### config.mk
export PLATFORM = sky130hd
export DESIGN_NAME = sync_frame_deser_flat
export DESIGN_NICKNAME = d
export VERILOG_FILES = /design/src/rtl/sync_frame_deser_pkg.sv /design/src/rtl/sync_frame_deser_if.sv /design/src/rtl/sync_frame_deser_sync_detect.sv /design/src/rtl/sync_frame_deser.sv /design/src/flat_wrapper.sv
export SDC_FILE = /design/constraint.sdc
export NUM_CORES = 1
export LEC_CHECK = 0
export ABC_AREA = 1
export CELL_PAD_IN_SITES_DETAIL_PLACEMENT = 1
export CELL_PAD_IN_SITES_GLOBAL_PLACEMENT = 2
export CORE_MARGIN = 10
export CORE_UTILIZATION = 38
export CTS_BUF_LIST = sky130_fd_sc_hd__clkbuf_4 sky130_fd_sc_hd__clkbuf_8
export DETAILED_ROUTE_END_ITERATION = 7
export GPL_TIMING_DRIVEN = 0
export PLACE_DENSITY_LB_ADDON = 0.08
export SLEW_MARGIN = 40
export SYNTH_ARGS = -nofsm -noshare
export SYNTH_HDL_FRONTEND = slang
export SYNTH_HIERARCHICAL = 1
export SYNTH_SLANG_ARGS = --single-unit
export TNS_END_PERCENT = 100
### constraint.sdc
create_clock -name t_clk -period 2.63 [get_ports t_clk]
set_clock_uncertainty 0.1 [all_clocks]
set_input_delay 0.263 -clock t_clk [delete_from_list [all_inputs] [get_ports t_clk]]
set_output_delay 0.263 -clock t_clk [all_outputs]
set_load 0.05 [all_outputs]
### src/rtl/sync_frame_deser_pkg.sv
// Shared types and default parameters for the serial frame deserializer.
// Imported by the interface, the sync detector and the top level.
package sync_frame_deser_pkg;

  typedef enum logic [1:0] {
    HUNT = 2'd0,
    DATA = 2'd1,
    CHK  = 2'd2
  } deser_state_t;

  localparam int         DEF_DATA_W   = 8;
  localparam int         DEF_WORDS    = 4;
  localparam int         DEF_SYNC_W   = 4;
  localparam logic [3:0] DEF_SYNC_PAT = 4'b1010;
  localparam bit         DEF_CHK_EN   = 1'b1;

  // Word index needs at least one bit even for single-word frames.
  function automatic int idx_width(input int words);
    return (words > 1) ? $clog2(words) : 1;
  endfunction

endpackage

### src/rtl/sync_frame_deser_if.sv
// Bundle of the serial input and parallel word/frame outputs of sync_frame_deser.
// The master side drives the serial bit stream; the slave side is the deserializer.
interface sync_frame_deser_if #(
  parameter int DATA_W = sync_frame_deser_pkg::DEF_DATA_W,
  parameter int WORDS  = sync_frame_deser_pkg::DEF_WORDS
);
  import sync_frame_deser_pkg::*;

  localparam int IDX_W = idx_width(WORDS);

  // Handshake: en is a qualifier, not a request. A bit on data_in is consumed on every
  // rising edge where en=1; there is no ready/backpressure. data_valid and frame_done are
  // single-cycle strobes with no acknowledge, and data_out/word_idx/chk_err hold between them.
  logic              en;
  logic              data_in;
  logic              data_i_o;
  logic [DATA_W-1:0] data_out;
  logic              data_valid;
  logic [IDX_W-1:0]  word_idx;
  logic              frame_done;
  logic              chk_err;
  logic              busy;
  deser_state_t      dbg_state;

  modport master (
    output en, data_in,
    input  data_i_o, data_out, data_valid, word_idx, frame_done, chk_err, busy, dbg_state
  );

  modport slave (
    input  en, data_in,
    output data_i_o, data_out, data_valid, word_idx, frame_done, chk_err, busy, dbg_state
  );

endinterface

### src/rtl/sync_frame_deser_sync_detect.sv
// Serial shift register, hunt-window counter and sync pattern comparator.
// A match needs SYNC_W bits received since entering HUNT, so frame tails never form a sync.
module sync_detect #(
  parameter int                DATA_W   = sync_frame_deser_pkg::DEF_DATA_W,
  parameter int                SYNC_W   = sync_frame_deser_pkg::DEF_SYNC_W,
  parameter logic [SYNC_W-1:0] SYNC_PAT = sync_frame_deser_pkg::DEF_SYNC_PAT
) (
  input  logic              t_clk,
  input  logic              rst_n,
  input  logic              i_en,
  input  logic              i_data,
  input  logic              i_hunt,
  output logic [DATA_W-2:0] o_sr,
  output logic              o_match
);
  import sync_frame_deser_pkg::*;

  localparam int SR_W = DATA_W - 1;
  localparam int HC_W = $clog2(SYNC_W + 1);

  logic [SR_W-1:0]   r_sr;
  logic [HC_W-1:0]   r_hunt_cnt;
  logic [SYNC_W-1:0] w_window;
  logic              w_enough;

  always_ff @(posedge t_clk or negedge rst_n) begin
    if (!rst_n) begin
      r_sr       <= '0;
      r_hunt_cnt <= '0;
    end else begin
      if (i_en) begin
        r_sr <= SR_W'({r_sr, i_data});
      end
      if (!i_hunt) begin
        r_hunt_cnt <= '0;
      end else if (i_en && (r_hunt_cnt != HC_W'(SYNC_W))) begin
        r_hunt_cnt <= r_hunt_cnt + HC_W'(1);
      end
    end
  end

  // The window includes the bit being sampled this cycle.
  assign w_window = {r_sr[SYNC_W-2:0], i_data};
  assign w_enough = (r_hunt_cnt >= HC_W'(SYNC_W - 1));
  assign o_match  = i_hunt & i_en & w_enough & (w_window == SYNC_PAT);
  assign o_sr     = r_sr;

endmodule

### src/rtl/sync_frame_deser.sv
// Serial-to-parallel frame deserializer: hunts a sync pattern, then emits WORDS words
// of DATA_W bits (MSB first) and optionally checks a trailing XOR checksum word.
module sync_frame_deser #(
  parameter int                DATA_W   = sync_frame_deser_pkg::DEF_DATA_W,
  parameter int                WORDS    = sync_frame_deser_pkg::DEF_WORDS,
  parameter int                SYNC_W   = sync_frame_deser_pkg::DEF_SYNC_W,
  parameter logic [SYNC_W-1:0] SYNC_PAT = sync_frame_deser_pkg::DEF_SYNC_PAT,
  parameter bit                CHK_EN   = sync_frame_deser_pkg::DEF_CHK_EN
) (
  input  logic                 t_clk,
  input  logic                 rst_n,
  sync_frame_deser_if.slave    bus
);
  import sync_frame_deser_pkg::*;

  localparam int BC_W  = $clog2(DATA_W);
  localparam int WC_W  = $clog2(WORDS + 1);
  localparam int IDX_W = idx_width(WORDS);

  deser_state_t      r_state;
  deser_state_t      w_state_nxt;
  logic [BC_W-1:0]   r_bit_cnt;
  logic [WC_W-1:0]   r_word_cnt;
  logic [DATA_W-1:0] r_acc;
  logic              r_data_i_o;
  logic [DATA_W-1:0] r_data_out;
  logic              r_data_valid;
  logic [IDX_W-1:0]  r_word_idx;
  logic              r_frame_done;
  logic              r_chk_err;
  logic              r_busy;

  logic [DATA_W-2:0] w_sr;
  logic              w_match;
  logic [DATA_W-1:0] w_word;
  logic              w_last_bit;
  logic              w_last_word;
  logic              w_word_done;
  logic              w_chk_done;
  logic              w_frame_end;

  sync_detect #(
    .DATA_W  (DATA_W),
    .SYNC_W  (SYNC_W),
    .SYNC_PAT(SYNC_PAT)
  ) u_sync_detect (
    .t_clk  (t_clk),
    .rst_n  (rst_n),
    .i_en   (bus.en),
    .i_data (bus.data_in),
    .i_hunt (r_state == HUNT),
    .o_sr   (w_sr),
    .o_match(w_match)
  );

  assign w_word      = {w_sr, bus.data_in};
  assign w_last_bit  = (r_bit_cnt == BC_W'(DATA_W - 1));
  assign w_last_word = (r_word_cnt == WC_W'(WORDS - 1));

  always_ff @(posedge t_clk or negedge rst_n) begin
    if (!rst_n) begin
      r_state <= HUNT;
    end else begin
      r_state <= w_state_nxt;
    end
  end

  always_comb begin
    w_state_nxt = r_state;
    w_word_done = 1'b0;
    w_chk_done  = 1'b0;
    w_frame_end = 1'b0;
    case (r_state)
      HUNT: begin
        if (w_match) begin
          w_state_nxt = DATA;
        end
      end
      DATA: begin
        if (bus.en && w_last_bit) begin
          w_word_done = 1'b1;
          if (w_last_word) begin
            w_frame_end = !CHK_EN;
            w_state_nxt = CHK_EN ? CHK : HUNT;
          end
        end
      end
      CHK: begin
        if (bus.en && w_last_bit) begin
          w_chk_done  = 1'b1;
          w_frame_end = 1'b1;
          w_state_nxt = HUNT;
        end
      end
      default: w_state_nxt = HUNT;
    endcase
  end

  always_ff @(posedge t_clk or negedge rst_n) begin
    if (!rst_n) begin
      r_bit_cnt    <= '0;
      r_word_cnt   <= '0;
      r_acc        <= '0;
      r_data_i_o   <= 1'b0;
      r_data_out   <= '0;
      r_data_valid <= 1'b0;
      r_word_idx   <= '0;
      r_frame_done <= 1'b0;
      r_chk_err    <= 1'b0;
      r_busy       <= 1'b0;
    end else begin
      r_data_i_o   <= bus.data_in;
      r_data_valid <= 1'b0;
      r_frame_done <= w_frame_end;
      r_busy       <= (w_state_nxt != HUNT);

      if (w_match) begin
        r_bit_cnt  <= '0;
        r_word_cnt <= '0;
        r_acc      <= '0;
      end else if (bus.en && (r_state != HUNT)) begin
        r_bit_cnt <= w_last_bit ? '0 : r_bit_cnt + BC_W'(1);
      end

      if (w_word_done) begin
        r_data_out   <= w_word;
        r_data_valid <= 1'b1;
        r_word_idx   <= r_word_cnt[IDX_W-1:0];
        r_acc        <= r_acc ^ w_word;
        r_word_cnt   <= r_word_cnt + WC_W'(1);
      end

      // chk_err only moves at frame end and then holds until the next frame.
      if (w_frame_end) begin
        r_chk_err <= w_chk_done && (w_word != r_acc);
      end
    end
  end

  assign bus.data_i_o   = r_data_i_o;
  assign bus.data_out   = r_data_out;
  assign bus.data_valid = r_data_valid;
  assign bus.word_idx   = r_word_idx;
  assign bus.frame_done = r_frame_done;
  assign bus.chk_err    = r_chk_err;
  assign bus.busy       = r_busy;
  assign bus.dbg_state  = r_state;

endmodule

### src/flat_wrapper.sv
// flat-port wrapper written by rule: the top's interface ports become plain ports
module sync_frame_deser_flat import sync_frame_deser_pkg::*;
#(
  parameter int                DATA_W   = sync_frame_deser_pkg::DEF_DATA_W,
  parameter int                WORDS    = sync_frame_deser_pkg::DEF_WORDS,
  parameter int                SYNC_W   = sync_frame_deser_pkg::DEF_SYNC_W,
  parameter logic [SYNC_W-1:0] SYNC_PAT = sync_frame_deser_pkg::DEF_SYNC_PAT,
  parameter bit                CHK_EN   = sync_frame_deser_pkg::DEF_CHK_EN
)
  (t_clk, rst_n, bus_en, bus_data_in, bus_data_i_o, bus_data_out, bus_data_valid, bus_word_idx, bus_frame_done, bus_chk_err, bus_busy, bus_dbg_state);
  sync_frame_deser_if #(.DATA_W(DATA_W), .WORDS(WORDS)) bus_i ();
  input  logic t_clk;
  input  logic rst_n;
  input wire logic [$bits(bus_i.en)-1:0] bus_en;
  input wire logic [$bits(bus_i.data_in)-1:0] bus_data_in;
  output wire logic [$bits(bus_i.data_i_o)-1:0] bus_data_i_o;
  output wire logic [$bits(bus_i.data_out)-1:0] bus_data_out;
  output wire logic [$bits(bus_i.data_valid)-1:0] bus_data_valid;
  output wire logic [$bits(bus_i.word_idx)-1:0] bus_word_idx;
  output wire logic [$bits(bus_i.frame_done)-1:0] bus_frame_done;
  output wire logic [$bits(bus_i.chk_err)-1:0] bus_chk_err;
  output wire logic [$bits(bus_i.busy)-1:0] bus_busy;
  output wire logic [$bits(bus_i.dbg_state)-1:0] bus_dbg_state;
  assign bus_i.en = bus_en;
  assign bus_i.data_in = bus_data_in;
  assign bus_data_i_o = bus_i.data_i_o;
  assign bus_data_out = bus_i.data_out;
  assign bus_data_valid = bus_i.data_valid;
  assign bus_word_idx = bus_i.word_idx;
  assign bus_frame_done = bus_i.frame_done;
  assign bus_chk_err = bus_i.chk_err;
  assign bus_busy = bus_i.busy;
  assign bus_dbg_state = bus_i.dbg_state;
  sync_frame_deser #(.DATA_W(DATA_W), .WORDS(WORDS), .SYNC_W(SYNC_W), .SYNC_PAT(SYNC_PAT), .CHK_EN(CHK_EN)) u_core (.t_clk(t_clk), .rst_n(rst_n), .bus(bus_i));
endmodule
**Word-level counts from Yosys, hierarchy flattened**

Index checks and enable logic that the tools add are counted.

- Bits in registers: 41
- Bits in latches: 0
- RAM bits: 0
- ROM bits: 0
- Input port bits: 4
- Output and inout port bits: 17
- Memories: 0

- $add $sub $neg: 3
- $mul: 0
- Div/mod/pow operators: 0
- Magnitude comparators: 1
- Eq/ne operators: 8
- Shift-type cells: 0
- Mux-type cells: 18
- Bitwise logic cells: 4
- Reduce and logical (&&, ||, !) cells: 9

Operators by type and width:

| cell | number |
|---|---|
| 3-bit 2-to-1 mux | 7 |
| 8-bit 2-to-1 mux | 2 |
| 3-bit by 1-bit adder with 3-bit output (second input constant) | 3 |
| 2-bit 2-to-1 mux | 4 |
| 8-bit != test | 1 |
| 2-bit nonzero test | 4 |
| 8-bit XOR | 1 |
| 2-bit one-hot mux with 3 select lines | 1 |
| 4-bit equality test (second input constant) | 1 |
| 1-bit logical AND | 4 |
| 1-bit 2-to-1 mux | 4 |
| 1-bit bitwise AND | 3 |
| 3-bit by 2-bit equality test with 1-bit output (second input constant) | 1 |
| 3-bit equality test (second input constant) | 1 |
| 3-bit by 2-bit >= comparator with 1-bit output (second input constant) | 1 |
| 3-bit != test (second input constant) | 1 |
| 2-bit by 1-bit equality test with 1-bit output (second input constant) | 1 |
| 2-bit equality test (second input constant) | 1 |
| 2-bit zero test | 1 |
| 2-bit by 1-bit != test with 1-bit output (second input constant) | 1 |

**Depth between registers and ports, before layout**

- Depth in word-level cells: 7
- Depth in mapped cells: 9
- Mapped depth without buffers: 9

**Cells and area by module**

Netlist, hierarchy kept.

By module, submodules not included:

| module | times used | cells each | area each (sq um) |
|---|---|---|---|
| sync_frame_deser | 1 | 154 | 1,396.3 |
| sync_detect | 1 | 60 | 484.2 |

**Worst setup path before layout**

OpenSTA, ideal clock, no wires.

- Path type: register -> register
- Start: register u_core.r_state[1] (netlist: u_core/bus.dbg_state[1])
- End: register u_core.r_acc[0]
- Setup time: 0.127 ns
- Arrival time: 1.507 ns
- Path slack: 0.896 ns
- Stages on the path, launching flop included: 9
- Clock period less this slack: 1.734 ns
- Path through: dfrtp_1 nor2_2 nand2_1 inv_1 nand2_1 nor2_1 inv_1 nand2_2 o22ai_1

- Word-level cells in the longest chain between the ends: 5

Ends and longest elaborated chain:

| item | line | text |
|---|---|---|
| start: declaration | sync_frame_deser.sv:20 | `deser_state_t r_state;` |
| start signal: assignment | sync_frame_deser.sv:64 | `r_state <= w_state_nxt;` |
| 2-bit zero test | sync_frame_deser.sv:51 | `.i_hunt (r_state == HUNT),` |
| 1-bit bitwise AND (3 in a row) | sync_frame_deser_sync_detect.sv:45 | `assign o_match = i_hunt & i_en & w_enough & (w_window == SYNC_PAT);` |
| net u_core.w_match | sync_frame_deser.sv:34 | `logic w_match;` |
| 2-bit nonzero test (no source line) | n/a |  |
| end signal: assignment | sync_frame_deser.sv:129 | `r_acc <= r_acc ^ w_word;` |
| end: declaration | sync_frame_deser.sv:24 | `logic [DATA_W-1:0] r_acc;` |

The timed path passes the listed nets, and every way through them passes these cells.
A chain may end at the register's enable or synchronous reset.

**Worst setup path after layout**

- Start: register u_core.r_state[1] (netlist: u_core/bus.dbg_state[1])
- End: output bus_dbg_state[1]

RTL lines:

| item | line | text |
|---|---|---|
| end: declaration | flat_wrapper.sv:23 | `output wire logic [$bits(bus_i.dbg_state)-1:0] bus_dbg_state;` |

No word-level cell between the ends.

==> flow_metrics.py <==
metrics = {
    "routing": {
        "wl_um": 4600,
        "top_layer_used": "met4",
        "wl_met2_um": 2430,
        "wl_met1_um": 1960,
        "via_per_inst": 4.81,
        "met3_length_um": 139,
        "antenna_left": 0,
        "wl_per_cell_um": 14.9,
        "post-route-drc-count": 0,
        "firstDrtPassIters": 4,
        "vias": 1492,
        "initialDrtViolationCount": 76,
    },
    "pwr": {
        "leakagePower_nw": 1.18,
        "p_per_area_mw_per_mm2": 854,
        "vdd_drop_max_mv": 0.364,
    },
    "timing": {
        "setup_ws_ns": 0.659,
        "period_needed_ns": 1.97,
        "fin_tns_setup_ns": 0,
        "finalCritPeriodShare_pct": 75.0,
        "max_freq_ghz": 0.507,
        "finalSetupViolCount": 0,
        "hold_viol_final": 0,
        "tightest_slew_ns": 0.544,
        "timing.final.max_slew_violations": 0,
        "rsz0062_at_grt": "no",
        "slew_headroom_pct": 63.7,
    },
    "clock_network": {
        "hold_buffers": 1,
        "cts_tree": "done",
        "cts.sinks": 41,
        "cts-buffers-inserted": 5,
        "clkTransAtPathRegs_ns": 0.08,
        "htreeDepth": 2,
        "post_cts_resized": 0,
        "postCtsSetupBuffers": 0,
        "root_buffer": "clkbuf_8",
        "cts_buffer_depth": 2,
        "insertion_delay_ns": 0.29,
    },
    "run": {
        "drv_cap": 0,
    },
    "floorplanning": {
        "fp.dieArea_mm2": 0.00816,
        "rows": 25,
        "die_w_um": 90.3,
        "start_util_pct": 39.6,
        "pin_count": 21,
        "dieHeight_um": 90.3,
        "core_area_mm2": 0.00475,
    },
    "placement": {
        "post-place-ws_ns": 0.645,
        "portBuffers": 20,
        "dpl_cell_area_mm2": 0.00216,
        "dp_hpwl_um": 3390,
        "dp.cells": 301,
        "gp_congestion": 0.749,
    },
    "grt": {
        "antenna_found_initial": 0,
        "grt_pass1_wl_um": 8180,
        "grt_pass1_vias": 1676,
        "globalRouteOverflowTotal": 0,
        "grt_max_degree": 42,
        "grt_util_all_layers_pct": 12.4,
    },
    "synthesis": {
        "synth_area_leaders": "dfrtp_1 55%, nand2_1 13%, inv_1 7.0%",
        "ys_seq_area_share_pct": 54.6,
        "synthArstFlopShare_pct": 100,
        "ys_ff_latch": 41,
        "yosysTopAreaCellShare_pct": 54.6,
        "synth-edff-count": 0,
        "synth.top_cells.by_count": "66 x nand2_1, 41 x dfrtp_1, 35 x inv_1",
        "synth_most_common_cell": "nand2_1",
        "synth_ff_type": "dfrtp_1",
        "syn_inst": 214,
        "syn-cell-area_mm2": 0.00188,
        "synth_cell_types": 20,
        "syn_nets": 225,
        "synth_warnings": 6,
        "yosysTopAreaCell": "dfrtp_1",
        "synth_area_per_cell_um2": 8.79,
    },
    "worst_setup_path": {
        "crit_buf_inv": 1,
        "crit_fanout": 4,
        "worstReg2RegStart": "u_core/u_sync_detect/r_hunt_cnt[0]$_DFFE_PN0P_",
        "critical_path.max_stage_delay_ns": 0.86,
        "cpMaxStageDelayCell": "clkdlybuf4s50_1",
        "critPathLaunchType": "register",
        "cp.arrival_ns": 1.61,
        "required_ns": 2.27,
        "reg2reg_to": "u_core/r_acc[7]$_DFFE_PN0P_",
        "crit_type": "reg -> out",
        "crit_chain": "clkdlybuf4s50_1",
        "rrSetupSlack_ns": 0.79,
        "worstRegToRegCells": 9,
        "crit_family": "buffers and inverters",
        "end_kind": "primary output",
    },
    "layout": {
        "antenna_cells": 0,
        "drive_above_1_share_pct": 11.1,
        "nNetsFinal": 253,
        "areaGrowthSynthToFinish_pct": 20.9,
        "fin_cells": 310,
        "fillers": 579,
        "design_area_mm2": 0.00227,
    },
    "hold_path": {
        "hp-class": "in -> async",
    },
    "outcome": {
        "outcome": "complete, no violations",
    },
}
==> cells by family after synthesis <==
kind of cell               after synthesis  synth area share, %
and+or+nand+nor                         92                 20.4
buffers and inverters                   41                 9.38
DFF                                     41                 54.6
AOI/OAI and AO/OA                       33                 11.0
adders and majority gates                7                 4.66
==> flip-flops by register name, summed over array words and instances, names as in the netlist <==
signal,cells
u_core/bus.data_out,8
u_core/r_acc,8
u_core/u_sync_detect/o_sr,7
u_core/r_bit_cnt,3
u_core/r_word_cnt,3
u_core/u_sync_detect/r_hunt_cnt,3
u_core/bus.dbg_state,2
u_core/bus.word_idx,2
u_core/bus.busy,1
u_core/bus.chk_err,1
u_core/bus.data_i_o,1
u_core/bus.data_valid,1
u_core/bus.frame_done,1
==> per-layer routing <==
metal / GRT usage (%) / up-vias
li1: - / 723
met1: 14.2 / 740
met2: 21.4 / 22
met3: 2.83 / 7
met4: 5.57 / 0
met5: 0 / -
==> power by group <==
group	total, mW	leakage, nW	switching [mW]	internal (mW)
Clock	0.456	0.0542	0.219	0.237
Sequential	0.881	0.503	0.107	0.774
Combinational	0.604	0.627	0.392	0.212
==> area by class of cell <==
cell class	instances	area [um2]	area share, %
flip-flops and latches	41	1030	45.1
multi-input cells	132	678	29.8
repair buffers	21	208	9.14
inverters	37	139	6.11
clock buffers	7	96.3	4.24
well taps	67	83.8	3.69
plain buffers	4	37.5	1.65
clock inverters	1	5.00	0.220
==> cell usage in the layout, fill, tap and decap left out <==
cell type	n
buf_4	3
buf_6	2
clkbuf_8	7
clkdlybuf4s50_1	19
clkinv_2	1
dfrtp_1	41
dlygate4sd3_1	1
ha_1	7
inv_1	35
inv_2	2
nand2_1	66
nand2_2	2
nand2_4	1
nand3_1	7
nand4_1	2
nor2_1	11
nor2_2	1
nor2_4	1
o21ai_0	12
o21ai_1	5
o21ai_2	6
o22ai_1	9
o22ai_2	1
or2_1	1
==> how the worst max path moves through the flow <==
stage	end	startpoint	depth (start not counted)
3_5_place_dp	u_core/r_acc[7]$_DFFE_PN0P_	bus_en	8
5_1_grt	u_core/r_bit_cnt[0]$_DFFE_PN0P_	u_core/u_sync_detect/r_hunt_cnt[0]$_DFFE_PN0P_	9
4_1_cts	bus_dbg_state[1]	u_core/bus.dbg_state[1]$_DFF_PN0_	1
6_report	bus_dbg_state[1]	u_core/bus.dbg_state[1]$_DFF_PN0_	1
2_1_floorplan	u_core/r_acc[0]$_DFFE_PN0P_	u_core/bus.dbg_state[1]$_DFF_PN0_	8
3_3_place_gp	u_core/r_bit_cnt[1]$_DFFE_PN0P_	rst_n	1
==> per-stage QoR <==
stage	hold slack [ns]	power [mW]	util (%)
2_1_floorplan	-0.133	1.30	-
3_3_place_gp	0.364	1.44	45.5
3_5_place_dp	0.184	1.50	45.5
4_1_cts	0.393	1.97	47.8
5_1_grt	0.419	2.12	47.8
6_report	0.385	1.94	47.8
(Power assumes the default switching activity.)
